$ cat config.mk
export PLATFORM = sky130hd
export DESIGN_NAME = multi_expression_inv
export DESIGN_NICKNAME = d
export VERILOG_FILES = /design/src/rtl/multi_expr_pkg.sv /design/src/rtl/multi_expr_div_step.sv /design/src/rtl/multi_expression_inv.sv
export SDC_FILE = /design/constraint.sdc
export NUM_CORES = 1
export LEC_CHECK = 0
export CAP_MARGIN = 20
export CELL_PAD_IN_SITES_DETAIL_PLACEMENT = 0
export CELL_PAD_IN_SITES_GLOBAL_PLACEMENT = 2
export CORE_MARGIN = 10
export CORE_UTILIZATION = 39
export DETAILED_ROUTE_END_ITERATION = 8
export PLACE_DENSITY = 0.83
export SLEW_MARGIN = 20
export SYNTH_ARGS = -nofsm -noshare
export SYNTH_HDL_FRONTEND = slang
export SYNTH_SLANG_ARGS = --single-unit
export TNS_END_PERCENT = 30
$ cat constraint.sdc
create_clock -name clk -period 11.47 [get_ports clk]
set_input_delay 1.7205 -clock clk [delete_from_list [all_inputs] [get_ports clk]]
set_output_delay 1.7205 -clock clk [all_outputs]
set_load 0.01 [all_outputs]
$ cat src/rtl/multi_expr_pkg.sv
// rtl/multi_expr_pkg.sv - shared types and constants for the multiplier-inverse divider
package multi_expr_pkg;

  typedef enum logic [1:0] {
    IDLE = 2'd0,
    DIV  = 2'd1,
    FIN  = 2'd2,
    DONE = 2'd3
  } state_e;

  localparam int FRAC_DEF   = 8;
  localparam int OFFSET_DEF = 16;
  localparam int DW1_DEF    = 8;
  localparam int DW2_DEF    = 10;
  localparam int RW_DEF     = 8;

endpackage

$ cat src/rtl/multi_expr_div_step.sv
// rtl/multi_expr_div_step.sv - one combinational restoring-division step
module multi_expr_div_step #(
  parameter int DW2 = 10
) (
  input  logic [DW2-1:0] rem_in,
  input  logic           bit_in,
  input  logic [DW2-1:0] divisor,
  output logic [DW2-1:0] rem_out,
  output logic           qbit
);

  logic [DW2:0] rem_sh;
  logic [DW2:0] diff;

  // Shift in the next dividend bit and subtract the divisor when it fits;
  // the remainder stays below the divisor, so DW2 bits always hold it.
  always_comb begin
    rem_sh  = {rem_in, bit_in};
    diff    = rem_sh - {1'b0, divisor};
    qbit    = (rem_sh >= {1'b0, divisor});
    rem_out = qbit ? diff[DW2-1:0] : rem_sh[DW2-1:0];
  end

endmodule

$ cat src/rtl/multi_expression_inv.sv
// rtl/multi_expression_inv.sv - recovers D from Q = K*(D-OFFSET) by iterative division
module multi_expression_inv
  import multi_expr_pkg::*;
#(
  parameter int DW1    = DW1_DEF,
  parameter int DW2    = DW2_DEF,
  parameter int RW     = RW_DEF,
  parameter int FRAC   = FRAC_DEF,
  parameter int OFFSET = OFFSET_DEF
) (
  input  logic           clk,
  input  logic           rst_n,
  input  logic           in_valid,
  output logic           in_ready,
  input  logic [DW2-1:0] K,
  input  logic [RW-1:0]  Q,
  output logic           out_valid,
  input  logic           out_ready,
  output logic [DW1-1:0] D,
  output logic           sat,
  output logic           div_zero
);

  localparam int NQ  = RW + FRAC;
  localparam int CW  = $clog2(NQ);
  localparam int RSW = NQ + 2;
  localparam logic signed [RSW-1:0] D_MAX = RSW'((1 << DW1) - 1);
  localparam logic signed [RSW-1:0] OFS   = RSW'(OFFSET);

  state_e         state_q, state_d;
  logic [CW-1:0]  cnt_q, cnt_d;
  logic [NQ-1:0]  dvd_q, dvd_d;
  logic [DW2-1:0] dsr_q, dsr_d;
  logic [DW2-1:0] rem_q, rem_d;
  logic [NQ-1:0]  quot_q, quot_d;
  logic           sign_q, sign_d;
  logic           kzero_q, kzero_d;
  logic           qzero_q, qzero_d;
  logic [DW1-1:0] d_q, d_d;
  logic           sat_q, sat_d;
  logic           dz_q, dz_d;
  logic           in_ready_q, in_ready_d;
  logic           out_valid_q, out_valid_d;

  logic [DW2-1:0] step_rem;
  logic           step_qbit;

  logic                  round_up;
  logic [NQ:0]           mag;
  logic signed [RSW-1:0] mag_s;
  logic signed [RSW-1:0] res_s;

  multi_expr_div_step #(.DW2(DW2)) u_step (
    .rem_in  (rem_q),
    .bit_in  (dvd_q[cnt_q]),
    .divisor (dsr_q),
    .rem_out (step_rem),
    .qbit    (step_qbit)
  );

  // Round half away from zero, apply sign and offset in a wide signed result.
  always_comb begin
    round_up = ({rem_q, 1'b0} >= {1'b0, dsr_q});
    mag      = {1'b0, quot_q} + {{NQ{1'b0}}, round_up};
    mag_s    = {1'b0, mag};
    res_s    = (sign_q ? -mag_s : mag_s) + OFS;
  end

  // Next-state and datapath: capture on accept, one quotient bit per DIV cycle,
  // finalise in FIN, hold the result in DONE until the consumer takes it.
  always_comb begin
    state_d = state_q;
    cnt_d   = cnt_q;
    dvd_d   = dvd_q;
    dsr_d   = dsr_q;
    rem_d   = rem_q;
    quot_d  = quot_q;
    sign_d  = sign_q;
    kzero_d = kzero_q;
    qzero_d = qzero_q;
    d_d     = d_q;
    sat_d   = sat_q;
    dz_d    = dz_q;
    case (state_q)
      IDLE: begin
        if (in_valid && in_ready_q) begin
          state_d = DIV;
          cnt_d   = CW'(NQ - 1);
          dvd_d   = {Q, {FRAC{1'b0}}};
          sign_d  = K[DW2-1];
          dsr_d   = K[DW2-1] ? (~K + 1'b1) : K;
          kzero_d = (K == '0);
          qzero_d = (Q == '0);
          rem_d   = '0;
          quot_d  = '0;
        end
      end
      DIV: begin
        rem_d  = step_rem;
        quot_d = {quot_q[NQ-2:0], step_qbit};
        cnt_d  = cnt_q - 1'b1;
        if (cnt_q == '0) state_d = FIN;
      end
      FIN: begin
        state_d = DONE;
        if (kzero_q) begin
          dz_d = 1'b1;
          if (qzero_q) begin
            d_d   = DW1'(OFFSET);
            sat_d = 1'b0;
          end else begin
            d_d   = '1;
            sat_d = 1'b1;
          end
        end else begin
          dz_d = 1'b0;
          if (res_s < 0) begin
            d_d   = '0;
            sat_d = 1'b1;
          end else if (res_s > D_MAX) begin
            d_d   = '1;
            sat_d = 1'b1;
          end else begin
            d_d   = res_s[DW1-1:0];
            sat_d = 1'b0;
          end
        end
      end
      DONE: begin
        if (out_valid_q && out_ready) state_d = IDLE;
      end
      default: state_d = IDLE;
    endcase
    in_ready_d  = (state_d == IDLE);
    out_valid_d = (state_d == DONE);
  end

  // State and output registers; reset aborts any division in flight.
  always_ff @(posedge clk or negedge rst_n) begin
    if (!rst_n) begin
      state_q     <= IDLE;
      cnt_q       <= '0;
      dvd_q       <= '0;
      dsr_q       <= '0;
      rem_q       <= '0;
      quot_q      <= '0;
      sign_q      <= 1'b0;
      kzero_q     <= 1'b0;
      qzero_q     <= 1'b0;
      d_q         <= '0;
      sat_q       <= 1'b0;
      dz_q        <= 1'b0;
      in_ready_q  <= 1'b0;
      out_valid_q <= 1'b0;
    end else begin
      state_q     <= state_d;
      cnt_q       <= cnt_d;
      dvd_q       <= dvd_d;
      dsr_q       <= dsr_d;
      rem_q       <= rem_d;
      quot_q      <= quot_d;
      sign_q      <= sign_d;
      kzero_q     <= kzero_d;
      qzero_q     <= qzero_d;
      d_q         <= d_d;
      sat_q       <= sat_d;
      dz_q        <= dz_d;
      in_ready_q  <= in_ready_d;
      out_valid_q <= out_valid_d;
    end
  end

  assign in_ready  = in_ready_q;
  assign out_valid = out_valid_q;
  assign D         = d_q;
  assign sat       = sat_q;
  assign div_zero  = dz_q;

endmodule

## After elaboration in Yosys (flattened, before gate mapping)

Cells that the tools add are included.

| storage, ports and cells | value |
|---|---|
| flip-flop bits (word level) | 65 |
| input port bits | 22 |
| logic and storage cells | 65 |

| cells by class | value |
|---|---|
| add/subtract/negate cells | 6 |
| magnitude comparators | 5 |
| equality and inequality tests | 5 |
| mux-type cells | 24 |
| bitwise gates (word level) | 1 |
| reductions and logical operators | 10 |

Operators with widths:

| cell | number |
|---|---|
| $mux W8 | 4 |
| $pmux W16 S2 | 1 |
| $mux W10 | 3 |
| $ge A11 B10 Y1 | 2 |
| $pmux W10 S2 | 1 |
| $add A18 B6 Y18 const B | 1 |
| $gt A18 B9 Y1 const B | 1 |
| $lt A18 B1 Y1 const B | 1 |
| $mux W18 | 1 |
| $neg A17 Y18 | 1 |
| $add A16 B1 Y17 | 1 |
| $mux W16 | 1 |
| $add A10 B1 Y10 const B | 1 |
| $logic_not A10 Y1 | 1 |
| $not A10 Y10 | 1 |
| $sub A10 B10 Y10 | 1 |
| $logic_not A8 Y1 | 1 |
| $pmux W2 S4 | 1 |
| $pmux W4 S2 | 1 |
| $eq A2 B2 Y1 const B | 3 |
| $mux W1 | 6 |
| $mux W2 | 3 |
| $lt A4 B5 Y1 const B | 1 |
| $bmux W1 S4 | 1 |
| 9 further kinds | 12 |

## Depth between registers and ports, before layout

Gate-level depths: netlist of the first run.

| logic depth | value |
|---|---|
| word-level depth | 9 |
| gate-level depth with buffers | 25 |
| depth with buffers taken out | 24 |

## Cells and area by module

From an unflattened synthesis of the first run, not the netlist that was laid out.

| second synthesis, totals | value |
|---|---|
| cells, all modules | 639 |
| area total of the unflattened synthesis | 5292.6 µm² |

By module, submodules not included:

| module | instances | cells each | area each (µm²) | sequential area each (µm²) |
|---|---|---|---|---|
| multi_expression_inv | 1 | 564 | 4669.5 | 1626.6 |
| multi_expr_div_step | 1 | 75 | 623.1 | 0.0 |

## Worst setup path before layout of the first run

OpenSTA, ideal clock, no wires.

| timing | value |
|---|---|
| path type | flip-flop to flip-flop |
| start point | register rem_q[3] |
| end point | register d_q[0], in the netlist D[0] |
| arrival | 4859 ps |
| slack | 6485 ps |
| cell stages (with the launch flop) | 23 |
| clock period less this slack | 4985 ps |
| cells stage by stage | dfrtp_1 ha_1 a21o_1 a21o_1 a21oi_1 o21ai_0 nand2b_1 ha_1 ha_1 clkbuf_1 and2_1 a21o_1 a211oi_1 xnor2_1 ha_1 o21ai_0 nor3b_1 nand2_1 or4_1 a211oi_2 and3_1 buf_6 a21oi_2 |

| between the ends | value |
|---|---|
| cells in the longest elaborated chain, start to end | 9 |
| elaborated cells on any way between the ends | 10 |
| classes of those cells | add/sub: 3; order compare: 3; mux: 4 |

Ends and longest elaborated chain:

| what | line | text |
|---|---|---|
| start, declared | multi_expression_inv.sv:34 | `logic [DW2-1:0] rem_q, rem_d;` |
| start signal, assigned | multi_expression_inv.sv:160 | `rem_q <= rem_d;` |
| $ge A11 B10 Y1 (*) | multi_expression_inv.sv:63 | `round_up = ({rem_q, 1'b0} >= {1'b0, dsr_q});` |
| $add A16 B1 Y17 (*) | multi_expression_inv.sv:64 | `mag = {1'b0, quot_q} + {{NQ{1'b0}}, round_up};` |
| $neg A17 Y18 | multi_expression_inv.sv:66 | `res_s = (sign_q ? -mag_s : mag_s) + OFS;` |
| $mux W18 (*) | multi_expression_inv.sv:66 |  |
| $add A18 B6 Y18 (*) | multi_expression_inv.sv:66 |  |
| $gt A18 B9 Y1 | multi_expression_inv.sv:120 | `end else if (res_s > D_MAX) begin` |
| $mux W8 | multi_expression_inv.sv:120 |  |
| $mux W8 (*) | multi_expression_inv.sv:117 | `if (res_s < 0) begin` |
| $mux W8 (*) | multi_expression_inv.sv:106 | `if (kzero_q) begin` |
| end signal, assigned | multi_expression_inv.sv:150 | `d_q <= '0;` |
| end signal, assigned | multi_expression_inv.sv:165 | `d_q <= d_d;` |
| end, declared | multi_expression_inv.sv:39 | `logic [DW1-1:0] d_q, d_d;` |

Every way passes the cells marked *; elsewhere a longest branch is shown, timed or not.
A chain may end at the register's enable or synchronous reset.

## Worst setup path after layout of the first run

| timing | value |
|---|---|
| start point | register rem_q[3] |
| end point | register d_q[5], in the netlist D[5] |

Same word-level chain as after synthesis.

==> results.md, run 1 <==
- Highest attainable clock frequency: between 150 and 200 MHz
- Accumulated negative setup slack: 0 ps
- Post-route worst setup slack: 5340 ps
- Classification of the worst-slack hold path: flip-flop to flip-flop
- Count of yosys warnings during synthesis: 0
- Static Leak: between 2 and 2.5 nW
- Avg Synthesized Cell Area: a little over 8 sq um
- Maximum clock skew at final layout: roughly 7.4 ps
- Ratio of routed vias to standard cells: about 5.6
- Run status: completed
- Gpl congestion: approximately 0.82
- Critical Path Source Type: flip-flop
- Arithmetic-cell share of the synthesized area counting full adders, half adders and majority gates: between 4 and 5%
- Post-synthesis simple-gate area fraction: 25.8%
- Xor/xnor cell area share of the yosys netlist: 7.59%
- Main area contributors after synthesis: sky130_fd_sc_hd__dfrtp_1 34%, sky130_fd_sc_hd__nand2_1 7.4%, sky130_fd_sc_hd__o21ai_0 4.9%
- Initial standard-cell utilization of the core: between 30 and 40%
- Total overflow reported by the global router: 0
- Slew at the pin closest to its max-slew limit: roughly 870 ps
- Number of port buffers: 33
- Half-perimeter wire length of the detailed placement result: about 9 mm
- Number of placed cells counting well taps: 720
- Drt first-iter violations: about 310
- Largest vdd supply drop: around 0.14 mV
- Vias in the first global route: 4166
- Total CTS buffers: 9
- Nature of the critical path endpoint: flip-flop
- Count of hold buffers inserted by post-cts repair: 0
- Final nets: around 620
- Non-Filler Instances: approximately 740
- Predominant post-synthesis flop cell: sky130_fd_sc_hd__dfrtp_1
- Mapped Area: approximately 0.0047 sq mm
- Required time at the worst-slack endpoint: about 12000 ps
- Via Count: between 4000 and 5000
- Syn Nets: 609
- Initial antenna violation count: 0
- Antenna diodes: 0
- Number of enable flip-flop cells after synthesis: 0
- First-pass GRT wire length: between 20 and 25 mm
- Clock transition time at the flip-flop clock pins of the worst setup and hold paths: ~60 ps
- DRC viols: 0
- Most common library cells after synthesis: 93 x sky130_fd_sc_hd__nand2_1, 65 x sky130_fd_sc_hd__dfrtp_1, 46 x sky130_fd_sc_hd__o21ai_0
- Final Max Tran Viols: 0
- Tightest slew margin relative to the limit: between 40% and 50%
- Clock root cell: sky130_fd_sc_hd__clkbuf_16
- Data arrival time of the critical path: around 6300 ps
- Startpoint-to-endpoint class of the critical path: flip-flop to flip-flop
- Sequential area share after synthesis: 34.4%
- Cell accounting for the most synthesized area: sky130_fd_sc_hd__dfrtp_1
- Area fraction of the dominant cell type after synthesis: roughly 34%
- Dominant combinational cell family by area after synthesis: simple AND/OR/NAND/NOR gates
- Share of synthesized area spent on multiplexers: under 10%
- Register bit count reported by yosys: 65
- Startpoint of the most critical hold path: dvd_q[10]$_DFFE_PN0P_
- Worst Path Max Fanout: 12
- Layout-stage area growth over the synthesis result: 14.6%
- Total core area: ~0.012 sq mm
- Max-Cap Viols: 0
- Average wire length per cell after detail routing: roughly 16 um
- Resized cells post-CTS: 0
- Distinct cell type count after synthesis: 67
- Most instantiated library cell after synthesis: sky130_fd_sc_hd__nand2_1
- Setup fix buffers added after clock tree synthesis: 0
- Unrepaired setup endpoints after global routing: no
- Io pins: 34
- Min cycle time layout: 6130 ps
- Detailed-routing iteration count for the pre-antenna-repair pass: 4
- Post-synthesis compound-gate area fraction: a little under a fifth
- X dimension of the die: about 130 um
- Number of standard cells after synthesis: 569
- H-tree depth: 3
- Num rows: 40
- Power per cell area: 322 mW/mm^2
- ANT nets after route: 0
- CTS tree: built
- Largest net degree at the start of global routing: between 60 and 70
- Final setup fails: 0
- Total GRT Usage: approximately 15%
- Post-Route WL: 12.0 mm
- Latest clock arrival within the worst-skew pair: between 300 and 400 ps
- Number of hold violations in the final report: 0
- Chip height: ~130 um
- Final period util: 53.4%
- CTS Sinks: 65
- Worst setup path startpoint: rem_q[3]$_DFFE_PN0P_
- Worst flop-to-flop path startpoint: rem_q[3]$_DFFE_PN0P_
- Placement Setup Slack: around 5400 ps
- Count of filler cells inserted in the layout: about 1200
- Largest buffer count on any clock path: 2
- Die Area: between 0.015 and 0.02 sq mm
- Fraction of layout cells with a size suffix above 1: 8.66%
- Async set-reset flop share out of synthesis: 100%
==> kinds of logic after synthesis <==
group | count (synthesis)
flip-flops | 65
multiplexers | 14
buffers and inverters | 54
AND/OR/NAND/NOR | 240
adder cells (fa/ha/maj) | 18
XOR/XNOR | 41
AO/OA/AOI/OAI | 137
==> cells in the final DEF, fill, tap and decap left out, types with 9 or more instances in the layout <==
cell type / synthesis / routed
sky130_fd_sc_hd__nor3_1: 11 / 11
sky130_fd_sc_hd__nand2_1: 93 / 93
sky130_fd_sc_hd__inv_1: 20 / 20
sky130_fd_sc_hd__clkbuf_16: 0 / 9
sky130_fd_sc_hd__nand3_1: 36 / 35
sky130_fd_sc_hd__nor2_1: 31 / 31
sky130_fd_sc_hd__clkdlybuf4s50_1: 0 / 32
sky130_fd_sc_hd__a31oi_1: 11 / 11
sky130_fd_sc_hd__xor2_1: 17 / 17
sky130_fd_sc_hd__xnor2_1: 24 / 24
sky130_fd_sc_hd__ha_1: 17 / 17
sky130_fd_sc_hd__a21oi_1: 27 / 26
sky130_fd_sc_hd__dfrtp_1: 65 / 65
sky130_fd_sc_hd__o21ai_0: 46 / 46
==> worst max-delay path, stage by stage (launching register included) <==
cell and delay [ps]:
sky130_fd_sc_hd__dfrtp_1 390, sky130_fd_sc_hd__ha_1 370, sky130_fd_sc_hd__a21o_1 160, sky130_fd_sc_hd__a21o_1 120
sky130_fd_sc_hd__a21oi_1 70, sky130_fd_sc_hd__o21ai_0 240, sky130_fd_sc_hd__nand2b_1 160, sky130_fd_sc_hd__ha_1 270
sky130_fd_sc_hd__ha_1 390, sky130_fd_sc_hd__nand4_1 480, sky130_fd_sc_hd__or4_1 680, sky130_fd_sc_hd__and3_4 210
sky130_fd_sc_hd__a211o_4 340, sky130_fd_sc_hd__a221oi_1 340, sky130_fd_sc_hd__xnor2_1 260, sky130_fd_sc_hd__nand2_1 120
sky130_fd_sc_hd__or4_1 510, sky130_fd_sc_hd__a211oi_2 320, sky130_fd_sc_hd__and3_1 460, sky130_fd_sc_hd__a21oi_2 100
==> final cells by class <==
cell class | instances | area, sq um | share of cell area (%)
Clock inverter | 6 | 43.8 | 0.808
Tap cell | 147 | 184 | 3.39
Clock buffer | 10 | 239 | 4.41
Sequential cell | 65 | 1630 | 30.0
Inverter | 21 | 78.8 | 1.45
Timing Repair Buffer | 37 | 355 | 6.56
Multi-Input combinational cell | 450 | 2890 | 53.4
==> registers in the layout (all words and copies together) (netlist names) <==
register,count
kzero_q,1
state_q,2
sign_q,1
rem_q,10
dvd_q,8
out_valid,1
div_zero,1
sat,1
D,8
qzero_q,1
cnt_q,4
dsr_q,10
quot_q,16
in_ready,1
==> worst paths after layout <==
| kind | to | slack, ps | depth (start not counted) |
|---|---|---|---|
| worst max-delay path | D[5]$_DFFE_PN0N_ | 5340 | 19 |
| worst min-delay path | dvd_q[10]$_DFFE_PN0P_ | 470 | 2 |
| worst max register to register | D[5]$_DFFE_PN0N_ | 5340 | 19 |
| worst min register to register | dvd_q[10]$_DFFE_PN0P_ | 470 | 2 |
| max in group asynchronous | D[5]$_DFFE_PN0N_ | 9310 | 2 |
| min in group asynchronous | quot_q[11]$_DFFE_PN0P_ | 1570 | 2 |
==> layer usage <==
| metal | wire length [um] | vias up | GRT usage [%] |
|---|---|---|---|
| met3 | 289 | 16 | 2.92 |
| met4 | 191 | 0 | 5.95 |
| met2 | 5970 | 62 | 25.1 |
| met1 | 5550 | 2013 | 19.1 |
| met5 | 0 | - | 0 |
| li1 | - | 2064 | - |
==> metrics by stage <==
stage | total power [W] | cell area (sq um) | utilization, % | hold WS [ps]
finish | 0.00174 | 5420 | 45.3 | 472
global route | 0.00193 | 5420 | 45.3 | 492
CTS | 0.00176 | 5420 | 45.3 | 477
detailed placement | 0.00149 | 5140 | 42.9 | 458
global placement | 0.00148 | 5140 | 42.9 | 458
floorplan | 0.00123 | 4730 | - | 440
==> power breakdown <==
group,internal [W],switching (W),total [W]
combinational,0.000446,0.000594,0.00104
sequential,0.000328,0.000120,0.000448
clock,0.000152,0.000104,0.000256
total,0.000926,0.000819,0.00174
Note: power is estimated with default switching activity, not from simulation.
==> run 2, diff against run 1 <==
--- a/config.mk
+++ b/config.mk
@@ -9,9 +9,9 @@
 export CELL_PAD_IN_SITES_DETAIL_PLACEMENT = 0
 export CELL_PAD_IN_SITES_GLOBAL_PLACEMENT = 2
 export CORE_MARGIN = 10
-export CORE_UTILIZATION = 39
+export CORE_UTILIZATION = 36
 export DETAILED_ROUTE_END_ITERATION = 8
-export PLACE_DENSITY = 0.83
+export PLACE_DENSITY = 0.77
 export SLEW_MARGIN = 20
 export SYNTH_ARGS = -nofsm -noshare
 export SYNTH_HDL_FRONTEND = slang
==> constraint.sdc (replaced) <==
create_clock -name clk -period 6.2 [get_ports clk]
set_input_delay 0.93 -clock clk [delete_from_list [all_inputs] [get_ports clk]]
set_output_delay 0.93 -clock clk [all_outputs]
set_load 0.01 [all_outputs]
==> run 2 against run 1 <==
Against the previous run: via count shrank 1.4%; largest power group unchanged; clock power rose by 100%; clock skew is 2.1 ps higher; setup slack worse by 4700 ps; power rose by 87%.
==> results.md, run 2 (synthesis gave the netlist of run 1 again) <==
- Count of filler cells inserted in the layout: 1310 (+11%)
- Max FFs per register: 16 (unchanged)
- Half-perimeter wire length of the detailed placement result: 8.98 mm (+2.6%)
- Slowest CP cell: sky130_fd_sc_hd__or4_1
- Via Count: 4095 (-1.4%)
- Run status: completed
- Gpl congestion: 0.830 (+0.67%)
- Ratio of routed vias to standard cells: 5.37 (-4.8%)
- Highest attainable clock frequency: 178 MHz (+9.3%)
- Total overflow reported by the global router: 0 (unchanged)
- Required time at the worst-slack endpoint: 6420 ps (-5250 ps)
- Maximum clock skew at final layout: 9.50 ps (+2.11 ps)
- Tightest slew margin relative to the limit: 41.7% (-0.37 points)
- Min cycle time layout: 5610 ps (-521 ps)
- Final nets: 625 (+0.16%)
- Worst Path Max Fanout: 7 (-5)
- Power per cell area: 595 mW/mm^2 (+85%)
- Switching power share of the total: 46.6% (-0.31 points)
- Most common library cell in the layout ignoring fill and taps: sky130_fd_sc_hd__nand2_1
- Number of buffers and inverters on the critical path: 0 (unchanged)
- Relative contribution of combinational cells to total power: 58.7% (-0.9 points)
- Slew at the pin closest to its max-slew limit: 875 ps (+5.58 ps)
- Most used cells in the layout excluding fill and tap cells: 93 x sky130_fd_sc_hd__nand2_1, 65 x sky130_fd_sc_hd__dfrtp_1, 46 x sky130_fd_sc_hd__o21ai_0, 35 x sky130_fd_sc_hd__nand3_1, 32 x sky130_fd_sc_hd__clkdlybuf4s50_1
- Initial antenna violation count: 0 (unchanged)
- Final setup fails: 0 (unchanged)
- Antenna diodes: 0 (unchanged)
- First-pass GRT wire length: 20.8 mm (+0.37%)
- Relative contribution of sequential cells to total power: 25.4% (-0.3 points)
- CTS Sinks: 65 (unchanged)
- ANT nets after route: 0 (unchanged)
- Largest net degree at the start of global routing: 66 (unchanged)
- Io pins: 34 (unchanged)
- Total CTS buffers: 9 (unchanged)
- Static Leak: 2.29 nW (+1.1%)
- Total GRT Usage: 14.1% (-1.1 points)
- Latest clock arrival within the worst-skew pair: 350 ps (+20 ps)
- Classification of the worst-slack hold path: flip-flop to flip-flop
- Max-Cap Viols: 0 (unchanged)
- Critical Path Source Type: flip-flop
- Data arrival time of the critical path: 5830 ps (-500 ps)
- Total core area: 0.0127 sq mm (+6.4%)
- Clock transition time at the flip-flop clock pins of the worst setup and hold paths: 60 ps (about the same)
- Setup fix buffers added after clock tree synthesis: 0 (unchanged)
- X dimension of the die: 135 um (+3.5%)
- Most flops, register: quot_q
- Ordered cell list for the critical path: ha_1 -> a21o_1 -> a21o_1 -> a21oi_1 -> o21ai_0 -> nand2b_1 -> ha_1 -> ha_1 -> or2_2 -> nor3_1 -> a211oi_1 -> xnor2_1 -> ha_1 -> o21ai_0 -> nor3b_1 -> nand2_1 -> or4_1 -> a211oi_2 -> and3_2 -> a21oi_2
- Fraction of layout cells with a size suffix above 1: 8.98% (+0.32 points)
- Average wire length per cell after detail routing: 16.1 um (-1.0%)
- DRC viols: 0 (unchanged)
- Num rows: 41 (+2.5%)
- Biggest cell delay along the critical path: 520 ps (-160 ps)
- Vias in the first global route: 4079 (-2.1%)
- Cell family with most CP delay: simple AND/OR/NAND/NOR gates
- Number of hold violations in the final report: 0 (unchanged)
- Layout-stage area growth over the synthesis result: 16.1%
- H-tree depth: 3 (unchanged)
- Die Area: 0.0181 sq mm (+7.0%)
- Largest buffer count on any clock path: 2 (unchanged)
- Drt first-iter violations: 357 (+14%)
- Startpoint-to-endpoint class of the critical path: flip-flop to flip-flop
- Final period util: 90.5% (+37 points)
- Detailed-routing iteration count for the pre-antenna-repair pass: 5 (+1)
- Nature of the critical path endpoint: flip-flop
- Post-Route WL: 12.3 mm (+2.5%)
- Number of port buffers: 33 (unchanged)
- Switch Pwr: 0.00152 W (+86%)
- Most common cell on crit path: sky130_fd_sc_hd__ha_1
- Clock root cell: sky130_fd_sc_hd__clkbuf_16
- Post-place instance area: 0.00517 sq mm (+0.61%)
- Top flop regs: quot_q x16, dsr_q x10, rem_q x10
- CTS tree: built
- Initial standard-cell utilization of the core: 37.2% (-2.4 points)
- Unrepaired setup endpoints after global routing: no
- Accumulated negative setup slack: 0 ps (unchanged)
- Chip height: 135 um (+3.5%)
- Final Max Tran Viols: 0 (unchanged)
- Largest vdd supply drop: 0.259 mV (+80%)
- Internal power consumption: 0.00174 W (+88%)
- Final instance area: 0.00549 sq mm (+1.3%)
- Relative contribution of the clock network to total power: 15.9% (+1.2 points)
==> run 2: cell count changes in the layout (fill, tap and decap cells not counted), sizes merged <==
cell / delta
buf: +1
inv: +2
bufinv: +1
clkinvlp: -2
clkbuf: -1
==> run 2: through the flow <==
stage | util [%] | std cells | worst slack [ps] | total power, W | hold slack (ps)
floorplan | - | 569 | 1220 | 0.00228 | 440
global placement | 40.6 | 745 | 676 | 0.00271 | 454
detailed placement | 40.6 | 745 | 542 | 0.00272 | 464
CTS | 43.0 | 761 | 499 | 0.00326 | 484
global route | 43.2 | 762 | 26.9 | 0.00359 | 510
finish | 43.2 | 762 | 590 | 0.00327 | 472
==> run 2: power groups by stage <==
stage | clock network, W | logic, W | registers [W]
6_report | 0.000519 | 0.00192 | 0.000830
2_1_floorplan | 0 | 0.00155 | 0.000732
3_3_place_gp | 0 | 0.00189 | 0.000826
3_5_place_dp | 0 | 0.00189 | 0.000829
5_1_grt | 0.000551 | 0.00217 | 0.000863
4_1_cts | 0.000531 | 0.00190 | 0.000823
==> run 2: area by class of cell <==
class | instances | area [sq um] | area share, %
timing repair buffer | 38 | 375 | 6.84
multi-input combinational | 450 | 2890 | 52.7
clock buffer | 9 | 225 | 4.10
clock inverter | 7 | 76.3 | 1.39
tap | 172 | 215 | 3.92
inverter | 21 | 78.8 | 1.44
sequential | 65 | 1630 | 29.6
==> run 2: path summary, 6_finish.rpt <==
check                      cells after the start             startpoint                    end  slack, ps
max                                           20   rem_q[3]$_DFFE_PN0P_       D[5]$_DFFE_PN0N_        590
min                                            2  dvd_q[10]$_DFFE_PN0P_  dvd_q[10]$_DFFE_PN0P_        470
max reg2reg                                   20   rem_q[3]$_DFFE_PN0P_       D[5]$_DFFE_PN0N_        590
min reg2reg                                    2  dvd_q[10]$_DFFE_PN0P_  dvd_q[10]$_DFFE_PN0P_        470
max in group asynchronous                      2                  rst_n       D[5]$_DFFE_PN0N_       4870
min in group asynchronous                      2                  rst_n   dsr_q[3]$_DFFE_PN0P_        780
==> run 2: timing repair <==
action,4_1_cts,5_1_grt
hold buffers,0,0
endpoints found under the setup margin,0,7
gates resized for setup,0,1
==> run 2: per-layer routing <==
metal	vias up	global-route usage, %	share of wire (%)
li1	2055	-	-
met4	0	4.41	1.9
met2	50	23.1	49
met5	-	0	0
met1	1964	17.8	47
met3	26	3.41	2.4
==> run 2: tightest hold or removal path, cell delays in order, from the launching register on <==
cell,delay [ps]
sky130_fd_sc_hd__dfrtp_1,340
sky130_fd_sc_hd__nand2_1,50
sky130_fd_sc_hd__nand2_1,50
==> run 3, diff against run 2 <==
--- a/config.mk
+++ b/config.mk
@@ -5,13 +5,14 @@
 export SDC_FILE = /design/constraint.sdc
 export NUM_CORES = 1
 export LEC_CHECK = 0
+export ABC_AREA = 1
 export CAP_MARGIN = 20
 export CELL_PAD_IN_SITES_DETAIL_PLACEMENT = 0
 export CELL_PAD_IN_SITES_GLOBAL_PLACEMENT = 2
 export CORE_MARGIN = 10
 export CORE_UTILIZATION = 36
 export DETAILED_ROUTE_END_ITERATION = 8
-export PLACE_DENSITY = 0.77
+export PLACE_DENSITY_LB_ADDON = 0.1
 export SLEW_MARGIN = 20
 export SYNTH_ARGS = -nofsm -noshare
 export SYNTH_HDL_FRONTEND = slang
==> constraint.sdc (replaced) <==
create_clock -name clk -period 7.1 [get_ports clk]
set_input_delay 1.065 -clock clk [delete_from_list [all_inputs] [get_ports clk]]
set_output_delay 1.065 -clock clk [all_outputs]
set_load 0.01 [all_outputs]
==> run 3 against run 2 <==
Against the previous run: final cell count up 16%; register-to-register slack better by 2200 ps; synthesized cell count up 18%; clock power down 9.8%; wire length down 3.4%; global-route usage down 0.24 points; power down 15%; clock skew up 3.9 ps; die area down 0.90%; combinational power down 15%; critical endpoint is now sat$_DFFE_PN0N_.
==> results.md, run 3 <==
- Run status: completed
- Total core area: 0.0127 sq mm (-0.40%)
- Met3 layer wire length in the routed design: 302 um (+0.33%)
- Slowest CP cell: sky130_fd_sc_hd__dfrtp_1
- Io pins: 34 (unchanged)
- Number of port buffers: 33 (unchanged)
- Final worst hold slack: 482 ps (+10.6 ps)
- Detailed-routing iteration count for the pre-antenna-repair pass: 4 (-1)
- Half-perimeter wire length of the detailed placement result: 9.12 mm (+1.6%)
- Min cycle time layout: 4340 ps (-1270 ps)
- Post-route worst setup slack: 2760 ps (+2170 ps)
- Avg Synthesized Cell Area: 6.97 sq um (-16%)
- Sequential area share after synthesis: 34.8% (+0.37 points)
- Drt first-iter violations: 220 (-38%)
- Startpoint-to-endpoint class of the critical path: flip-flop to flip-flop
- Number of buffers and inverters on the critical path: 5 (+5)
- Die Area: 0.0180 sq mm (-0.90%)
- Total GRT Usage: 13.8% (-0.24 points)
- Setup slack on the worst flop-to-flop path: 2760 ps (+2170 ps)
- Largest net degree at the start of global routing: 66 (unchanged)
- Classification of the worst-slack hold path: flip-flop to flip-flop
- Met1 routed wirelength after detailed routing: 5.30 mm (-7.4%)
- CTS Sinks: 65 (unchanged)
- Critical path depth: 30 (+50%)
- Predominant post-synthesis flop cell: sky130_fd_sc_hd__dfrtp_1
- Largest vdd supply drop: 0.178 mV (-31%)
- Placement Setup Slack: 2750 ps (+2210 ps)
- Initial antenna violation count: 0 (unchanged)
- Total overflow reported by the global router: 0 (unchanged)
- Async set-reset flop share out of synthesis: 100% (unchanged)
- Most used cells in the layout excluding fill and tap cells: 178 x sky130_fd_sc_hd__nand2_1, 82 x sky130_fd_sc_hd__inv_1, 65 x sky130_fd_sc_hd__dfrtp_1, 57 x sky130_fd_sc_hd__nor2_1, 50 x sky130_fd_sc_hd__nand3_1
- Largest buffer count on any clock path: 2 (unchanged)
- Register bit count reported by yosys: 65 (unchanged)
- Resized cells post-CTS: 0 (unchanged)
- Nature of the critical path endpoint: flip-flop
- Initial standard-cell utilization of the core: 36.9% (-0.24 points)
- Count of yosys warnings during synthesis: 0 (unchanged)
- ANT nets after route: 0 (unchanged)
- Number of hold violations in the final report: 0 (unchanged)
- Critical Path Source Type: flip-flop
- Latest clock arrival within the worst-skew pair: 340 ps (about the same)
- Most instantiated library cell after synthesis: sky130_fd_sc_hd__nand2_1
- Final Max Tran Viols: 0 (unchanged)
- Area fraction of the dominant cell type after synthesis: 34.8% (+0.37 points)
- Num rows: 41 (unchanged)
- Static Leak: 2.69 nW (+17%)
- Worst setup path startpoint: rem_q[3]$_DFFE_PN0P_
- Clock transition time at the flip-flop clock pins of the worst setup and hold paths: 50 ps (about the same)
- CTS tree: built
- Gpl congestion: 0.810 (-2.4%)
- Tightest slew margin relative to the limit: 39.4% (-2.3 points)
- Cell depth of the worst flop-to-flop path: 30 (+50%)
- Most common cell on crit path: sky130_fd_sc_hd__nand2_1
- Unrepaired setup endpoints after global routing: no
- Met2 routed WL: 6.16 mm (+1.9%)
- DRC viols: 0 (unchanged)
- Worst flop-to-flop path startpoint: rem_q[3]$_DFFE_PN0P_
- Number of standard cells after synthesis: 671 (+18%)
- Data arrival time of the critical path: 4520 ps (-1310 ps)
- Fraction of layout cells with a size suffix above 1: 10.0% (+1.0 points)
- Layout-stage area growth over the synthesis result: 17.6%
- Worst Path Max Fanout: 8 (+1)
- Syn Nets: 711 (+17%)
- Clock root cell: sky130_fd_sc_hd__clkbuf_16
- Non-Filler Instances: 882 (+16%)
- Cell family with most CP delay: simple AND/OR/NAND/NOR gates
- First-pass GRT wire length: 20.6 mm (-0.89%)
- Post-Route WL: 11.9 mm (-3.4%)
- Average wire length per cell after detail routing: 13.5 um (-17%)
- Maximum clock skew at final layout: 13.4 ps (+3.89 ps)
- Mapped Area: 0.00468 sq mm (-1.1%)
- Cell accounting for the most synthesized area: sky130_fd_sc_hd__dfrtp_1
- Accumulated negative setup slack: 0 ps (unchanged)
- Final period util: 61.1% (-29 points)
- Distinct cell type count after synthesis: 39 (-42%)
- Total CTS buffers: 9 (unchanged)
- Most common library cells after synthesis: 178 x sky130_fd_sc_hd__nand2_1, 82 x sky130_fd_sc_hd__inv_1, 65 x sky130_fd_sc_hd__dfrtp_1
- Top flop regs: quot_q x16, dsr_q x10, rem_q x10
- Max-Cap Viols: 0 (unchanged)
- Setup fix buffers added after clock tree synthesis: 0 (unchanged)
- Top layer reached by signal wires: met4
- Count of hold buffers inserted by post-cts repair: 0 (unchanged)
- Biggest cell delay along the critical path: 390 ps (-130 ps)
- Endpoint of the worst setup timing path: sat$_DFFE_PN0N_
- Final nets: 745 (+19%)
- Most flops, register: quot_q
- Main area contributors after synthesis: sky130_fd_sc_hd__dfrtp_1 35%, sky130_fd_sc_hd__nand2_1 14%, sky130_fd_sc_hd__inv_1 6.6%
- Max FFs per register: 16 (unchanged)
- Required time at the worst-slack endpoint: 7290 ps (+870 ps)
- RR Endpoint: sat$_DFFE_PN0N_
- Chip height: 134 um (-0.45%)
- Ratio of routed vias to standard cells: 4.91 (-8.7%)
- Slew at the pin closest to its max-slew limit: 908 ps (+33.3 ps)
- X dimension of the die: 134 um (-0.45%)
- H-tree depth: 3 (unchanged)
- Vias in the first global route: 4435 (+8.7%)
- Most common library cell in the layout ignoring fill and taps: sky130_fd_sc_hd__nand2_1
- Via Count: 4327 (+5.7%)
- Power per cell area: 503 mW/mm^2 (-15%)
- Number of placed cells counting well taps: 866 (+16%)
- Number of enable flip-flop cells after synthesis: 0 (unchanged)
- Highest attainable clock frequency: 230 MHz (+29%)
- Final setup fails: 0 (unchanged)
- Antenna diodes: 0 (unchanged)
==> run 3: cell count changes in the layout (fill, tap and decap cells not counted), moves of 10 or more <==
cell                      change
sky130_fd_sc_hd__nand3_1     +15
sky130_fd_sc_hd__nand2_1     +85
sky130_fd_sc_hd__inv_1       +62
sky130_fd_sc_hd__inv_2       +12
sky130_fd_sc_hd__nand2_2     +14
sky130_fd_sc_hd__nor2_1      +26
sky130_fd_sc_hd__xnor2_1     -19
sky130_fd_sc_hd__nor2_4      +10
sky130_fd_sc_hd__o22ai_1     +19
==> run 3: worst reg2reg max path: cells and delay by family, from the launching register on <==
family	cells	cell delay [ps]
adders and majority gates	5	1240
and+or+nand+nor	14	1280
AOI/OAI and AO/OA	6	940
DFF	1	390
buffers and inverters	5	330
==> run 3: metrics by stage <==
step                util [%]  instance area, sq um  power [W]
detailed placement      40.9                  5190    0.00233
global route            43.4                  5510    0.00308
CTS                     43.4                  5510    0.00282
floorplan                  -                  4680    0.00191
finish                  43.4                  5510    0.00277
global placement        40.9                  5190    0.00233
==> run 3: worst min-delay path by stage <==
| stage | startpoint | end | slack, ps | cells after the start |
|---|---|---|---|---|
| 2_1_floorplan | dsr_q[9]$_DFFE_PN0P_ | dsr_q[9]$_DFFE_PN0P_ | 450 | 2 |
| 3_3_place_gp | dsr_q[9]$_DFFE_PN0P_ | dsr_q[9]$_DFFE_PN0P_ | 470 | 2 |
| 3_5_place_dp | dsr_q[9]$_DFFE_PN0P_ | dsr_q[9]$_DFFE_PN0P_ | 470 | 2 |
| 4_1_cts | dvd_q[14]$_DFFE_PN0P_ | dvd_q[14]$_DFFE_PN0P_ | 490 | 2 |
| 5_1_grt | dvd_q[15]$_DFFE_PN0P_ | dvd_q[15]$_DFFE_PN0P_ | 510 | 2 |
| 6_report | dvd_q[14]$_DFFE_PN0P_ | dvd_q[14]$_DFFE_PN0P_ | 480 | 2 |
==> run 3: metal layers <==
| layer | global-route usage (%) | vias up |
|---|---|---|
| li1 | - | 2258 |
| met1 | 15.4 | 2019 |
| met2 | 26.0 | 40 |
| met3 | 2.73 | 10 |
| met4 | 3.81 | 0 |
| met5 | 0 | - |
==> run 3: area by class of cell <==
| cell class | count | area (sq um) |
|---|---|---|
| clock buffer | 12 | 267 |
| clock inverter | 4 | 50.0 |
| fill | 1352 | 7170 |
| multi-input combinational | 497 | 2640 |
| timing repair buffer | 35 | 340 |
| inverter | 97 | 364 |
| tap | 172 | 215 |
| sequential | 65 | 1630 |
==> run 3: cells by family after synthesis <==
family / Yosys count / share of synthesized area, %
AOI/OAI and AO/OA: 117 / 14.1
xor gates and xnor gates: 17 / 3.18
adders and majority gates: 18 / 4.97
buffers and inverters: 109 / 8.77
DFF: 65 / 34.8
and+or+nand+nor: 345 / 34.2
==> run 3: report_power, final <==
group	internal, W	switching, W
Combinational	0.000589	0.00105
Sequential	0.000531	0.000131
Clock	0.000300	0.000168
Total	0.00142	0.00135
